[src/rtl/snes_mem_pkg.sv]
// Shared definitions for the cartridge ROM / SDRAM path.
// Holds FSM encodings, byte-enable constants and the ROM_Q formatter.
package snes_mem_pkg;

    localparam logic [1:0] ST_IDLE   = 2'd0;
    localparam logic [1:0] ST_RD_REQ = 2'd1;
    localparam logic [1:0] ST_WR_REQ = 2'd2;

    localparam logic [1:0] BE_LO = 2'b01;
    localparam logic [1:0] BE_HI = 2'b10;
    localparam logic [1:0] BE_W  = 2'b11;

    // Byte reads return the selected lane duplicated into both halves.
    function automatic logic [15:0] fmt_q(input logic [15:0] word16, input logic word,
                                          input logic a0);
        logic [7:0] b;
        b = a0 ? word16[15:8] : word16[7:0];
        return word ? word16 : {b, b};
    endfunction

endpackage

[src/rtl/rom_sdram_bridge_if.sv]
// ROM strobe bus from the mapper plus the req/ack channel to the SDRAM controller.
// The bridge takes the slave view; whoever drives the ROM bus and acks takes master.
interface rom_sdram_bridge_if #(
    parameter int unsigned ADDR_W = 24
) ();
    logic [ADDR_W-1:0] ROM_ADDR;
    logic [15:0]       ROM_D;
    logic              ROM_CE_N;
    logic              ROM_OE_N;
    logic              ROM_WE_N;
    logic              ROM_WORD;
    logic [15:0]       ROM_Q;
    logic              BUSY;
    logic              SD_REQ;
    logic              SD_WE;
    logic [ADDR_W-1:0] SD_ADDR;
    logic [1:0]        SD_BE;
    logic [15:0]       SD_WDATA;
    logic              SD_ACK;
    logic [15:0]       SD_RDATA;

    modport slave (
        input  ROM_ADDR, ROM_D, ROM_CE_N, ROM_OE_N, ROM_WE_N, ROM_WORD, SD_ACK, SD_RDATA,
        output ROM_Q, BUSY, SD_REQ, SD_WE, SD_ADDR, SD_BE, SD_WDATA
    );

    modport master (
        output ROM_ADDR, ROM_D, ROM_CE_N, ROM_OE_N, ROM_WE_N, ROM_WORD, SD_ACK, SD_RDATA,
        input  ROM_Q, BUSY, SD_REQ, SD_WE, SD_ADDR, SD_BE, SD_WDATA
    );
endinterface

[src/rtl/rom_word_cache.sv]
// One-word read cache: tag, valid and 16-bit data with byte-masked write-through.
// A masked write landing alongside a fill overrides the fill data.
module rom_word_cache #(
    parameter int unsigned TAG_W = 23
) (
    input  logic             clk,
    input  logic             rst,
    input  logic [TAG_W-1:0] i_lk_tag,
    input  logic             i_wr_en,
    input  logic [1:0]       i_wr_be,
    input  logic [15:0]      i_wr_data,
    input  logic             i_fill_en,
    input  logic [TAG_W-1:0] i_fill_tag,
    input  logic [15:0]      i_fill_data,
    output logic             o_hit,
    output logic [15:0]      o_data
);
    logic             r_valid;
    logic [TAG_W-1:0] r_tag;
    logic [15:0]      r_data;
    logic             w_valid;
    logic [TAG_W-1:0] w_tag;
    logic [15:0]      w_data;
    logic             w_wr_hit;

    always_comb begin
        w_valid  = r_valid | i_fill_en;
        w_tag    = i_fill_en ? i_fill_tag : r_tag;
        w_data   = i_fill_en ? i_fill_data : r_data;
        w_wr_hit = i_wr_en & w_valid & (w_tag == i_lk_tag);
        if (w_wr_hit & i_wr_be[0]) w_data[7:0]  = i_wr_data[7:0];
        if (w_wr_hit & i_wr_be[1]) w_data[15:8] = i_wr_data[15:8];
    end

    always_ff @(posedge clk or posedge rst) begin
        if (rst) begin
            r_valid <= 1'b0;
            r_tag   <= '0;
            r_data  <= '0;
        end else begin
            r_valid <= w_valid;
            r_tag   <= w_tag;
            r_data  <= w_data;
        end
    end

    assign o_hit  = r_valid & (r_tag == i_lk_tag);
    assign o_data = r_data;
endmodule

[src/rtl/rom_sdram_bridge.sv]
// Turns mapper ROM strobes into single SDRAM req/ack transactions, with a
// depth-1 pending slot for accesses that arrive while a transaction is in flight.
module rom_sdram_bridge
    import snes_mem_pkg::*;
#(
    parameter int unsigned ADDR_W    = 24,
    parameter logic        USE_CACHE = 1'b1
) (
    input  logic              MCLK,
    input  logic              RESET,
    rom_sdram_bridge_if.slave bus
);
    logic              w_act, w_wr, w_new;
    logic              r_act, r_word, r_wr;
    logic [ADDR_W-1:0] r_addr;
    logic              r_pend, r_p_word, r_p_wr;
    logic [ADDR_W-1:0] r_p_addr;
    logic [15:0]       r_p_d;
    logic [1:0]        r_state;
    logic              r_cur_word, r_cur_a0;
    logic [15:0]       r_rom_q;
    logic              r_sd_req, r_sd_we;
    logic [ADDR_W-1:0] r_sd_addr;
    logic [1:0]        r_sd_be;
    logic [15:0]       r_sd_wdata;
    logic              w_sel_vld, w_sel_word, w_sel_wr;
    logic [ADDR_W-1:0] w_sel_addr;
    logic [15:0]       w_sel_d, w_sel_wdata;
    logic [1:0]        w_sel_be;
    logic              w_hit, w_fill;
    logic [15:0]       w_cdata;

    assign w_act = ~bus.ROM_CE_N & (~bus.ROM_OE_N | ~bus.ROM_WE_N);
    assign w_wr  = ~bus.ROM_WE_N;
    assign w_new = w_act & (~r_act | (bus.ROM_ADDR != r_addr) | (bus.ROM_WORD != r_word) |
                            (w_wr != r_wr));

    // A fresh access in IDLE supersedes whatever is still pending.
    always_comb begin
        w_sel_vld   = (r_state == ST_IDLE) & (w_new | r_pend);
        w_sel_addr  = w_new ? bus.ROM_ADDR : r_p_addr;
        w_sel_d     = w_new ? bus.ROM_D    : r_p_d;
        w_sel_word  = w_new ? bus.ROM_WORD : r_p_word;
        w_sel_wr    = w_new ? w_wr         : r_p_wr;
        w_sel_be    = w_sel_word ? BE_W : (w_sel_addr[0] ? BE_HI : BE_LO);
        w_sel_wdata = w_sel_word ? w_sel_d : {w_sel_d[7:0], w_sel_d[7:0]};
    end

    assign w_fill = (r_state == ST_RD_REQ) & bus.SD_ACK;

    generate
        if (USE_CACHE) begin : g_cache
            rom_word_cache #(
                .TAG_W(ADDR_W - 1)
            ) u_cache (
                .clk        (MCLK),
                .rst        (RESET),
                .i_lk_tag   (w_sel_addr[ADDR_W-1:1]),
                .i_wr_en    (w_sel_vld & w_sel_wr),
                .i_wr_be    (w_sel_be),
                .i_wr_data  (w_sel_wdata),
                .i_fill_en  (w_fill),
                .i_fill_tag (r_sd_addr[ADDR_W-1:1]),
                .i_fill_data(bus.SD_RDATA),
                .o_hit      (w_hit),
                .o_data     (w_cdata)
            );
        end else begin : g_no_cache
            assign w_hit   = 1'b0;
            assign w_cdata = '0;
        end
    endgenerate

    always_ff @(posedge MCLK or posedge RESET) begin
        if (RESET) begin
            r_act      <= 1'b0;
            r_word     <= 1'b0;
            r_wr       <= 1'b0;
            r_addr     <= '0;
            r_pend     <= 1'b0;
            r_p_word   <= 1'b0;
            r_p_wr     <= 1'b0;
            r_p_addr   <= '0;
            r_p_d      <= '0;
            r_state    <= ST_IDLE;
            r_cur_word <= 1'b0;
            r_cur_a0   <= 1'b0;
            r_rom_q    <= '0;
            r_sd_req   <= 1'b0;
            r_sd_we    <= 1'b0;
            r_sd_addr  <= '0;
            r_sd_be    <= '0;
            r_sd_wdata <= '0;
        end else begin
            r_act  <= w_act;
            r_addr <= bus.ROM_ADDR;
            r_word <= bus.ROM_WORD;
            r_wr   <= w_wr;
            case (r_state)
                ST_IDLE: begin
                    if (w_sel_vld) begin
                        r_pend <= 1'b0;
                        if (w_sel_wr || !w_hit) begin
                            r_state    <= w_sel_wr ? ST_WR_REQ : ST_RD_REQ;
                            r_sd_req   <= 1'b1;
                            r_sd_we    <= w_sel_wr;
                            r_sd_addr  <= {w_sel_addr[ADDR_W-1:1], 1'b0};
                            r_sd_be    <= w_sel_be;
                            r_sd_wdata <= w_sel_wdata;
                            r_cur_word <= w_sel_word;
                            r_cur_a0   <= w_sel_addr[0];
                        end else begin
                            r_rom_q <= fmt_q(w_cdata, w_sel_word, w_sel_addr[0]);
                        end
                    end
                end
                ST_RD_REQ, ST_WR_REQ: begin
                    if (w_new) begin
                        r_pend   <= 1'b1;
                        r_p_addr <= bus.ROM_ADDR;
                        r_p_d    <= bus.ROM_D;
                        r_p_word <= bus.ROM_WORD;
                        r_p_wr   <= w_wr;
                    end
                    if (bus.SD_ACK) begin
                        r_state  <= ST_IDLE;
                        r_sd_req <= 1'b0;
                        if (r_state == ST_RD_REQ) begin
                            r_rom_q <= fmt_q(bus.SD_RDATA, r_cur_word, r_cur_a0);
                        end
                    end
                end
                default: r_state <= ST_IDLE;
            endcase
        end
    end

    assign bus.ROM_Q    = r_rom_q;
    assign bus.BUSY     = (r_state != ST_IDLE) | r_pend;
    assign bus.SD_REQ   = r_sd_req;
    assign bus.SD_WE    = r_sd_we;
    assign bus.SD_ADDR  = r_sd_addr;
    assign bus.SD_BE    = r_sd_be;
    assign bus.SD_WDATA = r_sd_wdata;
endmodule

[src/flat_wrapper.sv]
// flat-port wrapper written by rule: the top's interface ports become plain ports
module rom_sdram_bridge_flat import snes_mem_pkg::*;
#(
    parameter int unsigned ADDR_W    = 24,
    parameter logic        USE_CACHE = 1'b1
)
  (MCLK, RESET, bus_ROM_ADDR, bus_ROM_D, bus_ROM_CE_N, bus_ROM_OE_N, bus_ROM_WE_N, bus_ROM_WORD, bus_SD_ACK, bus_SD_RDATA, bus_ROM_Q, bus_BUSY, bus_SD_REQ, bus_SD_WE, bus_SD_ADDR, bus_SD_BE, bus_SD_WDATA);
  rom_sdram_bridge_if #(.ADDR_W(ADDR_W)) bus_i ();
  input  logic MCLK;
  input  logic RESET;
  input wire logic [$bits(bus_i.ROM_ADDR)-1:0] bus_ROM_ADDR;
  input wire logic [$bits(bus_i.ROM_D)-1:0] bus_ROM_D;
  input wire logic [$bits(bus_i.ROM_CE_N)-1:0] bus_ROM_CE_N;
  input wire logic [$bits(bus_i.ROM_OE_N)-1:0] bus_ROM_OE_N;
  input wire logic [$bits(bus_i.ROM_WE_N)-1:0] bus_ROM_WE_N;
  input wire logic [$bits(bus_i.ROM_WORD)-1:0] bus_ROM_WORD;
  input wire logic [$bits(bus_i.SD_ACK)-1:0] bus_SD_ACK;
  input wire logic [$bits(bus_i.SD_RDATA)-1:0] bus_SD_RDATA;
  output wire logic [$bits(bus_i.ROM_Q)-1:0] bus_ROM_Q;
  output wire logic [$bits(bus_i.BUSY)-1:0] bus_BUSY;
  output wire logic [$bits(bus_i.SD_REQ)-1:0] bus_SD_REQ;
  output wire logic [$bits(bus_i.SD_WE)-1:0] bus_SD_WE;
  output wire logic [$bits(bus_i.SD_ADDR)-1:0] bus_SD_ADDR;
  output wire logic [$bits(bus_i.SD_BE)-1:0] bus_SD_BE;
  output wire logic [$bits(bus_i.SD_WDATA)-1:0] bus_SD_WDATA;
  assign bus_i.ROM_ADDR = bus_ROM_ADDR;
  assign bus_i.ROM_D = bus_ROM_D;
  assign bus_i.ROM_CE_N = bus_ROM_CE_N;
  assign bus_i.ROM_OE_N = bus_ROM_OE_N;
  assign bus_i.ROM_WE_N = bus_ROM_WE_N;
  assign bus_i.ROM_WORD = bus_ROM_WORD;
  assign bus_i.SD_ACK = bus_SD_ACK;
  assign bus_i.SD_RDATA = bus_SD_RDATA;
  assign bus_ROM_Q = bus_i.ROM_Q;
  assign bus_BUSY = bus_i.BUSY;
  assign bus_SD_REQ = bus_i.SD_REQ;
  assign bus_SD_WE = bus_i.SD_WE;
  assign bus_SD_ADDR = bus_i.SD_ADDR;
  assign bus_SD_BE = bus_i.SD_BE;
  assign bus_SD_WDATA = bus_i.SD_WDATA;
  rom_sdram_bridge #(.ADDR_W(ADDR_W), .USE_CACHE(USE_CACHE)) u_core (.MCLK(MCLK), .RESET(RESET), .bus(bus_i));
endmodule
[config.mk]
export PLATFORM = sky130hd
export DESIGN_NAME = rom_sdram_bridge_flat
export DESIGN_NICKNAME = d
export VERILOG_FILES = /design/src/rtl/snes_mem_pkg.sv /design/src/rtl/rom_sdram_bridge_if.sv /design/src/rtl/rom_word_cache.sv /design/src/rtl/rom_sdram_bridge.sv /design/src/flat_wrapper.sv
export SDC_FILE = /design/constraint.sdc
export NUM_CORES = 1
export LEC_CHECK = 0
export CAP_MARGIN = 20
export CORE_ASPECT_RATIO = 1.4
export CORE_MARGIN = 2
export CORE_UTILIZATION = 50
export DETAILED_ROUTE_END_ITERATION = 12
export PLACE_DENSITY = 0.82
export SETUP_SLACK_MARGIN = 0.4
export SYNTH_ARGS = -nofsm -noshare
export SYNTH_HDL_FRONTEND = slang
export SYNTH_SLANG_ARGS = --single-unit
[constraint.sdc]
create_clock -name MCLK -period 7.3 [get_ports MCLK]
set_input_delay 1.095 -clock MCLK [delete_from_list [all_inputs] [get_ports MCLK]]
set_output_delay 1.095 -clock MCLK [all_outputs]
set_load 0.005 [all_outputs]
==> impl_metrics.env <==
export IMPL_status="finished clean"
export IMPL_clockBufferDepth=2
export IMPL_relSlewSlack_pct=22.55
export IMPL_root_buffer="clkbuf_16"
export IMPL_antenna_found_initial=0
export IMPL_grt_ovfl_total=0
export IMPL_n_fill_cell=1525
export IMPL_seq_area_frac_synth_pct=44.17
export IMPL_r2r_end="u_core.g_cache.u_cache.o_data[4]$_DFFE_PP0P_"
export IMPL_crit_reg2reg_launch="u_core.r_state[1]$_DFFE_PP0P_"
export IMPL_tightest_slew_ns=1.139
export IMPL_clock_sinks=173
export IMPL_synth_nets=964
export IMPL_r2r_cells=11
export IMPL_crit_required_ns=7.61
export IMPL_core_um2=19220
export IMPL_synthFlopType="dfrtp_1"
export IMPL_final_area_um2=11870
export IMPL_cts_htree_levels=4
export IMPL_nets=1068
export IMPL_cts_tree="yes"
export IMPL_cts_buffers=17
export IMPL_first_pass_iters=5
export IMPL_die_x_um=122.3
export IMPL_min_period_over_period_pct=65.39
export IMPL_timing_setup_tns_ns=0
export IMPL_critPathLaunch="bus_ROM_ADDR[8]"
export IMPL_ys_async_sr_fraction_pct=100.0
export IMPL_synth_warnings=0
export IMPL_synth_area_um2=9801
export IMPL_io_pins=124
export IMPL_path_class="input pin to flop"
export IMPL_place_area_um2=11190
export IMPL_drive_gt1_share_pct=14.10
export IMPL_finalHoldViolCount=0
export IMPL_critPathArrivalTime_ns=5.09
export IMPL_via_per_inst=6.071
export IMPL_power_leakage_nw=5.085
export IMPL_grt_total_usage_pct=25.71
export IMPL_max_cap_viol_count=0
export IMPL_syn2layout_area_growth_pct=21.10
export IMPL_ys_ff_latch=173
export IMPL_finalCriticalPeriod_ns=4.774
export IMPL_grt_start_max_net_pins=90
export IMPL_ctsHoldBuffers=0
export IMPL_antenna_left=0
export IMPL_die_h_um=169.7
export IMPL_worstSkewPairLatency_ns=0.43
export IMPL_cts_resized_gates=0
export IMPL_endpoint="u_core.bus.ROM_Q[14]$_DFFE_PP0P_"
export IMPL_skew_ns=0.01002
export IMPL_finalSetupViolCount=0
export IMPL_gp_congestion=0.9062
export IMPL_vias=7662
export IMPL_cp_max_fo=30
export IMPL_max_vdd_ir_drop_uv=242.5
export IMPL_routed_wl_um=26100
export IMPL_dp_hpwl_um=18050
export IMPL_p_switching_mw=2.121
export IMPL_post_drt_wl_per_cell_um=20.68
export IMPL_hold_path_depth=1
export IMPL_min_path_type="flop to flop"
export IMPL_drv_slew=0
export IMPL_pwr_share_clk_pct=19.0
export IMPL_synth_edff_count=0
export IMPL_postCtsSetupRepairBufs=0
export IMPL_power_density_nw_per_um2=442.8
export IMPL_numPortBuffers=122
export IMPL_drc=0
export IMPL_syn_inst=897
export IMPL_reg2reg_slack_ns=3.30
export IMPL_first_global_vias=7641
export IMPL_cts_clk_slew_worst_paths_ns=0.07
export IMPL_antenna_cells=0
export IMPL_startpoint_type="input pin"
export IMPL_dieArea_um2=20750
export IMPL_synthDistinctLibCells=58
export IMPL_drtIter0Drc=654
export IMPL_grt_pass1_wl_um=41170
export IMPL_synth_avg_cell_area_um2=10.93
export IMPL_setup_worst_path_end_class="flop"
export IMPL_p_comb_share_pct=47.6
export IMPL_seqPwrFrac_pct=33.4
export IMPL_rsz0062_at_grt="false"
export IMPL_rows=60
export IMPL_p_sw_share_pct=40.35
export IMPL_intPower_mw=3.135
export IMPL_max_freq_mhz=209.5
export IMPL_initial_utilization_pct=51.00
-- placed cells by master, fill, tap and decap left out, drive strengths merged, types with 20 or more instances in the layout --
master and n:
dfrtp 173, mux2i 132, clkdlybuf4s50 122, mux2 85, nand2 66, inv 52, xnor2 50, nor2 40
nor4 28, o21ai 25, a21oi 24, o211ai 24, xor2 23, nand3 20
-- stage by stage --
| stage | power, mW | hold slack (ns) | std cells | utilization [%] | setup slack (ns) |
|---|---|---|---|---|---|
| finish | 5.256 | 0.4921 | 1262 | 61.76 | 2.526 |
| global placement | 4.129 | 0.4749 | 1229 | 58.23 | 2.245 |
| CTS | 5.247 | 0.4938 | 1261 | 61.61 | 2.561 |
| global route | 5.582 | 0.5203 | 1262 | 61.76 | 2.278 |
| floorplan | 3.332 | 0.4781 | 897 | - | 1.517 |
| detailed placement | 4.221 | 0.4788 | 1229 | 58.23 | 2.136 |
-- cells in the mapped netlist, types with 7 or more instances --
master | number | area share, %
inv_1 | 45 | 1.7
dfrtp_1 | 173 | 44
o21ai_0 | 20 | 1.0
and3_1 | 14 | 0.89
mux2_1 | 14 | 1.6
buf_6 | 7 | 0.80
o211ai_1 | 14 | 1.1
nand4_1 | 11 | 0.70
nor2_1 | 40 | 1.5
clkbuf_1 | 21 | 0.80
mux2i_1 | 127 | 13
nand3_1 | 20 | 1.0
nor3_1 | 9 | 0.46
xnor2_1 | 50 | 4.5
mux2_2 | 71 | 8.2
a21oi_1 | 24 | 1.2
nand2_1 | 66 | 2.5
o211ai_2 | 10 | 1.3
a211oi_1 | 12 | 0.92
xor2_1 | 23 | 2.1
nor4_1 | 22 | 1.4
buf_2 | 15 | 0.77
-- sequential cells by signal, summed over array words and instances, names as in the netlist, 2 cells and up --
name	count
u_core.bus.SD_WDATA	16
u_core.r_state	2
u_core.bus.SD_BE	2
u_core.g_cache.u_cache.r_tag	23
u_core.bus.SD_ADDR	23
u_core.r_p_d	16
u_core.r_p_addr	24
u_core.g_cache.u_cache.o_data	16
u_core.bus.ROM_Q	16
u_core.r_addr	24
-- per-layer routing --
metal | track usage, % | vias to the layer above | part of all wire, %
met5 | 0 | - | 0
met3 | 3.763 | 79 | 4.8
li1 | - | 3443 | -
met2 | 43.21 | 317 | 52
met4 | 13.54 | 0 | 4.7
met1 | 31.72 | 3823 | 39
-- power groups by stage --
stage	sequential (mW)	combinational [mW]	clock, mW
global route	1.80	2.72	1.06
detailed placement	1.75	2.47	0
global placement	1.74	2.39	0
floorplan	1.67	1.67	0
finish	1.75	2.50	0.998
CTS	1.74	2.49	1.01
-- cell families (layout without fill, tap and decap cells) --
| logic type | after synthesis | count (layout) | share of synthesized area [%] |
|---|---|---|---|
| mux | 217 | 217 | 23.53 |
| other cells | 1 | 1 | 0.03826 |
| flops | 173 | 173 | 44.17 |
| fa+ha+maj | 4 | 4 | 0.5107 |
| simple gates | 213 | 213 | 11.71 |
| buf+inv | 95 | 212 | 4.609 |
| xor+xnor | 73 | 73 | 6.524 |
| compound gates | 121 | 121 | 8.911 |
-- critical path, stage by stage --
cell and delay, ns:
clkdlybuf4s50_1 0.54, xnor2_1 0.35, nand4_1 0.16, nor4_2 0.39
a21boi_4 0.11, buf_4 0.30, mux2i_1 0.41, o22ai_1 0.18
nor4_2 0.48, nand2_1 0.54, a311o_1 0.52
-- final cells by class --
class | count | area (µm²) | area share, %
tap | 248 | 310.3 | 2.614
clock inverter | 15 | 225.2 | 1.898
multi-input combinational | 629 | 5041 | 42.47
timing repair buffer | 135 | 1364 | 11.49
clock buffer | 17 | 425.4 | 3.584
inverter | 45 | 173.9 | 1.465
sequential | 173 | 4329 | 36.47
-- worst min path at each step --
stage                                                        start                                       end  slack (ns)
final                           u_core.bus.SD_WDATA[3]$_DFFE_PP0P_        u_core.bus.SD_WDATA[3]$_DFFE_PP0P_        0.49
after global routing                  u_core.r_p_d[10]$_DFFE_PP0N_              u_core.r_p_d[10]$_DFFE_PP0N_        0.52
after CTS                          u_core.bus.SD_BE[1]$_DFFE_PP0P_           u_core.bus.SD_BE[1]$_DFFE_PP0P_        0.49
after detailed placement        u_core.bus.SD_WDATA[2]$_DFFE_PP0P_        u_core.bus.SD_WDATA[2]$_DFFE_PP0P_        0.48
after global placement          u_core.bus.SD_WDATA[3]$_DFFE_PP0P_        u_core.bus.SD_WDATA[3]$_DFFE_PP0P_        0.47
after floorplan           u_core.g_cache.u_cache.r_valid$_DFF_PP0_  u_core.g_cache.u_cache.r_valid$_DFF_PP0_        0.48
No activity file was read; power rests on OpenSTA's default activity.
